--- config.mk ---
export PLATFORM = sky130hd
export DESIGN_NAME = sif_regbank_flat
export DESIGN_NICKNAME = d
export VERILOG_FILES = /design/src/rtl/sif_regbank_pkg.sv /design/src/rtl/sif_regbank_if.sv /design/src/rtl/sif_regbank_rr_arb.sv /design/src/rtl/sif_regbank.sv /design/src/flat_wrapper.sv
export SDC_FILE = /design/constraint.sdc
export NUM_CORES = 2
export LEC_CHECK = 0
export BUFFER_PORTS_ARGS = -buffer_cell sky130_fd_sc_hd__buf_2
export CAP_MARGIN = 10
export CORE_ASPECT_RATIO = 0.7
export CORE_MARGIN = 2
export CORE_UTILIZATION = 56
export DETAILED_ROUTE_END_ITERATION = 16
export GPL_ROUTABILITY_DRIVEN = 0
export PLACE_DENSITY = 0.75
export SYNTH_ARGS = -nofsm -noshare
export SYNTH_HDL_FRONTEND = slang
export SYNTH_SLANG_ARGS = --single-unit
--- constraint.sdc ---
create_clock -name clk -period 3.5 [get_ports clk]
set_clock_uncertainty 0.05 [all_clocks]
set_input_delay 0.35 -clock clk [delete_from_list [all_inputs] [get_ports clk]]
set_output_delay 0.35 -clock clk [all_outputs]
set_load 0.02 [all_outputs]
--- src/rtl/sif_regbank_pkg.sv ---
// sif_regbank_pkg: shared widths, types and helpers for the SIF register bank
package sif_regbank_pkg;
    localparam int SIF_ADDR_W = 16;
    localparam int SIF_DATA_W = 16;
    typedef logic [SIF_ADDR_W-1:0] sif_addr_t;
    typedef logic [SIF_DATA_W-1:0] sif_data_t;
    typedef struct packed {
        sif_addr_t addr;
        sif_data_t data;
    } sif_wr_req_t;
    function automatic logic in_range(input logic [31:0] a, input int depth);
        return a < 32'(depth);
    endfunction
endpackage

--- src/rtl/sif_regbank_if.sv ---
// sif_regbank_if: X read/write agent and NUM_W write-only W agents of the register bank
interface sif_regbank_if
    import sif_regbank_pkg::*;
#(
    parameter int NUM_W  = 2,
    parameter int ADDR_W = SIF_ADDR_W,
    parameter int DATA_W = SIF_DATA_W
);
    logic                         xa_wr_s;
    logic                         xa_rd_s;
    logic [ADDR_W-1:0]            xa_addr;
    logic [DATA_W-1:0]            xa_data_wr;
    logic [DATA_W-1:0]            xa_data_rd;
    logic                         xa_rd_vld;
    logic                         xa_err;
    logic [NUM_W-1:0]             wa_wr_s;
    logic [NUM_W-1:0][ADDR_W-1:0] wa_addr;
    logic [NUM_W-1:0][DATA_W-1:0] wa_data_wr;
    logic [NUM_W-1:0]             wa_busy;
    modport master (
        output xa_wr_s, xa_rd_s, xa_addr, xa_data_wr, wa_wr_s, wa_addr, wa_data_wr,
        input  xa_data_rd, xa_rd_vld, xa_err, wa_busy
    );
    modport slave (
        input  xa_wr_s, xa_rd_s, xa_addr, xa_data_wr, wa_wr_s, wa_addr, wa_data_wr,
        output xa_data_rd, xa_rd_vld, xa_err, wa_busy
    );
endinterface

--- src/rtl/sif_regbank_rr_arb.sv ---
// sif_rr_arb: round-robin one-hot arbiter, searches upward from a rotating pointer
module sif_rr_arb #(
    parameter int N = 2
) (
    input  logic         clk,
    input  logic         rst,
    input  logic         en,
    input  logic [N-1:0] req,
    output logic [N-1:0] gnt
);
    localparam int PW = N > 1 ? $clog2(N) : 1;
    logic [PW-1:0] ptr, nxt, idx;
    logic          found;
    // first requester at or above the pointer wins; pointer moves just past it
    always_comb begin
        gnt   = '0;
        nxt   = ptr;
        idx   = '0;
        found = 1'b0;
        for (int k = 0; k < N; k++) begin
            idx = PW'((int'(ptr) + k) % N);
            if (!found && req[idx]) begin
                found    = 1'b1;
                gnt[idx] = en;
                nxt      = PW'((int'(idx) + 1) % N);
            end
        end
    end
    // pointer only advances on an actual grant
    always_ff @(posedge clk) begin
        if (rst) ptr <= '0;
        else if (en && found) ptr <= nxt;
    end
endmodule

--- src/rtl/sif_regbank.sv ---
// sif_regbank: X read/write + NUM_W W write-only register bank; optional SIF_REGBANK_WR_FWD_EN forwards same-edge writes to reads
module sif_regbank
    import sif_regbank_pkg::*;
#(
    parameter int NUM_W  = 2,
    parameter int ADDR_W = SIF_ADDR_W,
    parameter int DATA_W = SIF_DATA_W,
    parameter int DEPTH  = 64
) (
    input logic          clk,
    input logic          rst,
    sif_regbank_if.slave bus
);
    localparam int AW = DEPTH > 1 ? $clog2(DEPTH) : 1;
    logic [DATA_W-1:0]            mem [DEPTH];
    logic [NUM_W-1:0][ADDR_W-1:0] hold_addr;
    logic [NUM_W-1:0][DATA_W-1:0] hold_data;
    logic [NUM_W-1:0]             busy, gnt;
    logic [ADDR_W-1:0]            w_addr, wr_addr;
    logic [DATA_W-1:0]            w_data, wr_data, rd_val;
    logic                         x_in, w_in, w_act, we;

    assign bus.wa_busy = busy;
    assign x_in        = in_range(32'(bus.xa_addr), DEPTH);
    assign w_in        = in_range(32'(w_addr), DEPTH);
    assign we          = (bus.xa_wr_s && x_in) || (w_act && w_in);
    assign wr_addr     = bus.xa_wr_s ? bus.xa_addr : w_addr;
    assign wr_data     = bus.xa_wr_s ? bus.xa_data_wr : w_data;

    sif_rr_arb #(.N(NUM_W)) u_arb (
        .clk (clk),
        .rst (rst),
        .en  (~bus.xa_wr_s),
        .req (busy),
        .gnt (gnt)
    );

    // select the granted holding register for the shared write port
    always_comb begin
        w_addr = '0;
        w_data = '0;
        w_act  = 1'b0;
        for (int i = 0; i < NUM_W; i++) begin
            if (gnt[i]) begin
                w_addr = hold_addr[i];
                w_data = hold_data[i];
                w_act  = 1'b1;
            end
        end
    end

    // read value, optionally bypassing the write landing at the same edge
    always_comb begin
        rd_val = mem[bus.xa_addr[AW-1:0]];
`ifdef SIF_REGBANK_WR_FWD_EN
        rd_val = (we && wr_addr == bus.xa_addr) ? wr_data : rd_val;
`endif
    end

    // W holding registers: capture when free, release on grant
    always_ff @(posedge clk) begin
        if (rst) begin
            busy      <= '0;
            hold_addr <= '0;
            hold_data <= '0;
        end else begin
            for (int i = 0; i < NUM_W; i++) begin
                if (gnt[i]) begin
                    busy[i] <= 1'b0;
                end else if (bus.wa_wr_s[i] && !busy[i]) begin
                    busy[i]      <= 1'b1;
                    hold_addr[i] <= bus.wa_addr[i];
                    hold_data[i] <= bus.wa_data_wr[i];
                end
            end
        end
    end

    // register array with a single write port, X has priority
    always_ff @(posedge clk) begin
        if (rst) begin
            for (int i = 0; i < DEPTH; i++) mem[i] <= '0;
        end else if (we) begin
            mem[wr_addr[AW-1:0]] <= wr_data;
        end
    end

    // X read response and out-of-range error pulse
    always_ff @(posedge clk) begin
        if (rst) begin
            bus.xa_data_rd <= '0;
            bus.xa_rd_vld  <= 1'b0;
            bus.xa_err     <= 1'b0;
        end else begin
            bus.xa_rd_vld <= bus.xa_rd_s;
            bus.xa_err    <= (bus.xa_rd_s || bus.xa_wr_s) && !x_in;
            if (bus.xa_rd_s) bus.xa_data_rd <= x_in ? rd_val : '0;
        end
    end
endmodule

--- src/flat_wrapper.sv ---
// flat-port wrapper written by rule: the top's interface ports become plain ports
module sif_regbank_flat import sif_regbank_pkg::*;
#(
    parameter int NUM_W  = 2,
    parameter int ADDR_W = SIF_ADDR_W,
    parameter int DATA_W = SIF_DATA_W,
    parameter int DEPTH  = 64
)
  (clk, rst, bus_xa_wr_s, bus_xa_rd_s, bus_xa_addr, bus_xa_data_wr, bus_wa_wr_s, bus_wa_addr, bus_wa_data_wr, bus_xa_data_rd, bus_xa_rd_vld, bus_xa_err, bus_wa_busy);
  sif_regbank_if #(.NUM_W(NUM_W), .ADDR_W(ADDR_W), .DATA_W(DATA_W)) bus_i ();
  input logic clk;
  input logic rst;
  input wire logic [$bits(bus_i.xa_wr_s)-1:0] bus_xa_wr_s;
  input wire logic [$bits(bus_i.xa_rd_s)-1:0] bus_xa_rd_s;
  input wire logic [$bits(bus_i.xa_addr)-1:0] bus_xa_addr;
  input wire logic [$bits(bus_i.xa_data_wr)-1:0] bus_xa_data_wr;
  input wire logic [$bits(bus_i.wa_wr_s)-1:0] bus_wa_wr_s;
  input wire logic [$bits(bus_i.wa_addr)-1:0] bus_wa_addr;
  input wire logic [$bits(bus_i.wa_data_wr)-1:0] bus_wa_data_wr;
  output wire logic [$bits(bus_i.xa_data_rd)-1:0] bus_xa_data_rd;
  output wire logic [$bits(bus_i.xa_rd_vld)-1:0] bus_xa_rd_vld;
  output wire logic [$bits(bus_i.xa_err)-1:0] bus_xa_err;
  output wire logic [$bits(bus_i.wa_busy)-1:0] bus_wa_busy;
  assign bus_i.xa_wr_s = bus_xa_wr_s;
  assign bus_i.xa_rd_s = bus_xa_rd_s;
  assign bus_i.xa_addr = bus_xa_addr;
  assign bus_i.xa_data_wr = bus_xa_data_wr;
  assign bus_i.wa_wr_s = bus_wa_wr_s;
  assign bus_i.wa_addr = bus_wa_addr;
  assign bus_i.wa_data_wr = bus_wa_data_wr;
  assign bus_xa_data_rd = bus_i.xa_data_rd;
  assign bus_xa_rd_vld = bus_i.xa_rd_vld;
  assign bus_xa_err = bus_i.xa_err;
  assign bus_wa_busy = bus_i.wa_busy;
  sif_regbank #(.NUM_W(NUM_W), .ADDR_W(ADDR_W), .DATA_W(DATA_W), .DEPTH(DEPTH)) u_core (.clk(clk), .rst(rst), .bus(bus_i));
endmodule
==> out/qor_table.md <==
| Group | Result | This run |
| --- | --- | --- |
| run status | Status | complete, no violations |
| yosys | Sequential area share after synthesis | 0.670 |
| global route | Via count of the first global-routing pass | 31000 |
| yosys | Number of flops mapped to enable cells by yosys | 1024 |
| critical path | Worst path required time | 3.84 ns |
| cts | Clock transition at path regs | 0.07 ns |
| layout | Area overhead of the layout relative to synthesis | 13.5% |
| floorplan | I/O pin count | 122 |
| flow run | Number of maximum-capacitance constraint violations | 0 |
| critical path | Data arrival time of the critical path | 3.67 ns |
| pwr | Pwr/cell area | 507 nW/um2 |
| yosys | Syn Nets | 3741 |
| timing | Post-route minimum period | 3.33 ns |
| worst hold path | Startpoint of the lowest-slack hold path | bus_xa_wr_s |
| yosys | Mean Syn Cell Area | 13.3 um2 |
| critical path | Endpoint class of the critical path | flop |
| floorplan | Placeable core region | 85900 um2 |
| placed design | Dpl hpwl | 97300 um |
| yosys | Yosys cell types | 65 |
| placed design | Port-buffer cells | 121 |
| route | Via count | 33200 |
| cts | Clock sink count | 1109 |
| yosys | Async set-or-reset flop fraction in the synthesized netlist | 0 |
| yosys | Synthesis-stage register bit count | 1109 |
| layout | Most common cell after layout, fill and taps aside | sky130_fd_sc_hd__edfxtp_1 |
| global route | Initial antenna violation count | 8 |
| floorplan | Die outline area | 88900 um2 |
| cts | Library cell used as clock root buffer | sky130_fd_sc_hd__clkbuf_16 |
| critical path | Series of cell instances along the critical path | a21boi_2, a32oi_1, and2_1, o211ai_1, nand2b_4, buf_4, nor2_1 |
| cts | Maximum buffer depth of the clock tree | 3 |
| critical path | Longest individual stage delay on the worst path | 0.77 ns |
| floorplan | X dimension of the die | 356 um |
| timing | Worst path setup slack after routing | 0.166 ns |
| yosys | Cell Area, Synth | 48500 um2 |
| timing | Least-Margin Pin Slew | 1.23 ns |
| cts | H-tree levels | 3 |
| route | Sum of routed wire length over all layers | 148000 um |
| timing | Final hold vios | 0 |
| cts | Insertion delay of the later-clocked pin in the worst-skew pair | 0.67 ns |
| timing | Fmax | 300 MHz |
| layout | Layout Cells excl Fill | 5073 |
| yosys | YS warnings | 0 |
| worst hold path | Min-Delay Path Class | input pin to flop |
| layout | Highest-count cells in the layout ignoring fill and taps | 1024 x sky130_fd_sc_hd__edfxtp_1, 974 x sky130_fd_sc_hd__nor2_1, 334 x sky130_fd_sc_hd__nand2_1 |
| critical path | Launch point of the critical path | u_core.bus.wa_busy[0] |
| critical path | Worst-path maximum fanout | 53 |
| critical path | Startpoint of the most critical register-to-register path | u_core.bus.wa_busy[0] |
| yosys | Post-Syn Instances | 3639 |
| route | Detailed Routing Iterations Pass 1 | 7 |
| layout | Number of nets in the layout | 3953 |
| timing | Number of max-slew violations in the final report | 0 |
| global route | Aggregate global routing overflow | 0 |
| floorplan | Starting Density | 0.564 |
| yosys | Commonest register cell after synthesis | sky130_fd_sc_hd__edfxtp_1 |
| critical path | Type of the worst setup path | flop to flop |
| route | Vias per cell | 6.54 |
| critical path | Cell family with the largest share of critical-path delay | compound AO/OA/AOI/OAI gates |
| cts | Clock buffer count from CTS | 98 |
| pwr | Maximum resistive drop on vdd | 0.000356 V |
| global route | GRT Resource Usage Total | 0.333 |
| global route | First-pass GRT wire length | 213000 um |
| placed design | Placed Cells incl. Taps | 4832 |
| route | DRT iter0 DRCs | 5998 |
| pwr | Leakage | 19.2 nW |
| route | Final routed DRC violation total | 0 |
| placed design | Worst slack at placement | 0.241 ns |
| cts | TritonCTS clock tree | done |
| route | Routed len/inst | 29.3 um |
| route | Number of nets still failing antenna checks after routing | 0 |
| timing | Final Setup Violations | 0 |
| timing | Final period util | 0.953 |
| critical path | Cell with the biggest individual delay on the critical path | sky130_fd_sc_hd__o211ai_1 |
| layout | Share of layout cells above drive strength 1 | 0.185 |
| floorplan | Placement row count | 90 |
| cts | CTS resizes | 0 |
| timing | Unrepaired setup endpoints after global routing | no |
| global route | Maximum number of pins on one net before global-route repair | 97 |
| cts | Number of buffers added for setup after CTS | 0 |
| timing | Aggregate negative setup slack | 0 ns |
| critical path | CP bufs+invs | 1 |
| timing | Slew headroom | 0.176 |
| floorplan | Vertical extent of the die | 250 um |
| critical path | Crit path launch type | flop |
[sequential cells by signal, indices dropped and copies added, names as in the netlist]
signal,count
u_core.bus.xa_rd_vld,1
u_core.bus.xa_err,1
u_core.hold_data,32
u_core.mem,1024
u_core.bus.xa_data_rd,16
u_core.hold_addr,32
u_core.u_arb.ptr,1
u_core.bus.wa_busy,2
[metrics by stage]
stage	cell area, um2	power [W]	hold WS [ns]	util
after floorplan	48500	0.0165	0.381	-
after global placement	51300	0.0175	0.391	0.597
after detailed placement	51300	0.0175	0.396	0.597
after CTS	54900	0.0277	0.0108	0.639
after global routing	55000	0.0284	0.0606	0.640
final	55000	0.0279	0.0317	0.640
[cells in the mapped netlist (all sizes together), types with 11 or more instances]
cell       n  share of area
nand3     38         0.0060
a211oi    14         0.0028
edfxtp  1024           0.63
nand2    346          0.028
o211ai    17         0.0026
clkbuf   143          0.011
dfxtp     85          0.035
a21o      49         0.0076
nand2b    26         0.0034
a21oi     78         0.0081
o21ai     11         0.0011
nor3      74         0.0086
mux4     187          0.087
o22ai     26         0.0034
buf      155          0.015
and2      26         0.0034
nor2b     15         0.0019
a22oi     73          0.011
mux2i    156          0.032
nor2     974          0.075
[path summary, 6_finish.rpt]
path / endpoint / slack (ns) / cells past startpoint
hold / removal: u_core.bus.xa_err / 0.03 / 3
setup reg to reg: u_core.mem[21][4] / 0.17 / 7
setup / recovery: u_core.mem[21][4] / 0.17 / 7
hold reg to reg: u_core.hold_data[27] / 0.41 / 2
[cell families (layout without fill, tap and decap cells)]
logic type	after synthesis	after routing	share of synthesized area
and+or+nand+nor	1548	1548	0.134
DFF	1109	1109	0.670
muxes	347	347	0.120
AOI/OAI and AO/OA	334	334	0.0499
buffers and inverters	301	579	0.0263
other	0	6	0
[repair_timing]
item	CTS	global route
hold buffers	67	0
endpoints found under the hold margin	67	0
setup endpoints to repair	0	0
[cell type report]
class                   instances  area, um2
fillers                      6031      30900
multi-input cells            2229      14900
diodes                          6       15.0
clock inverters                42        339
flip-flops and latches       1109      32500
well taps                    1150       1440
clock buffers                 124       2630
repair buffers                410       3230
inverters                       3       11.3
[worst min-delay path: cells and delay by family]
kind	cells	cell delay (ns)
buffers and inverters	1	0.19
AND/OR/NAND/NOR	2	0.17
[metal layers]
metal / GRT usage / wire (um) / up-vias
met5: 0.00973 / 161 / -
met4: 0.120 / 5970 / 8
met3: 0.157 / 27600 / 360
met2: 0.436 / 60000 / 2779
met1: 0.484 / 54700 / 16300
li1: - / - / 13700
[power breakdown]
| group | switching [W] | leakage, nW | total (W) | internal, W |
|---|---|---|---|---|
| logic | 0.00161 | 6.48 | 0.00241 | 0.000798 |
| clock network | 0.00479 | 1.47 | 0.0105 | 0.00566 |
| registers | 0.000154 | 11.2 | 0.0150 | 0.0149 |
Power figures use the tool's default switching activity.
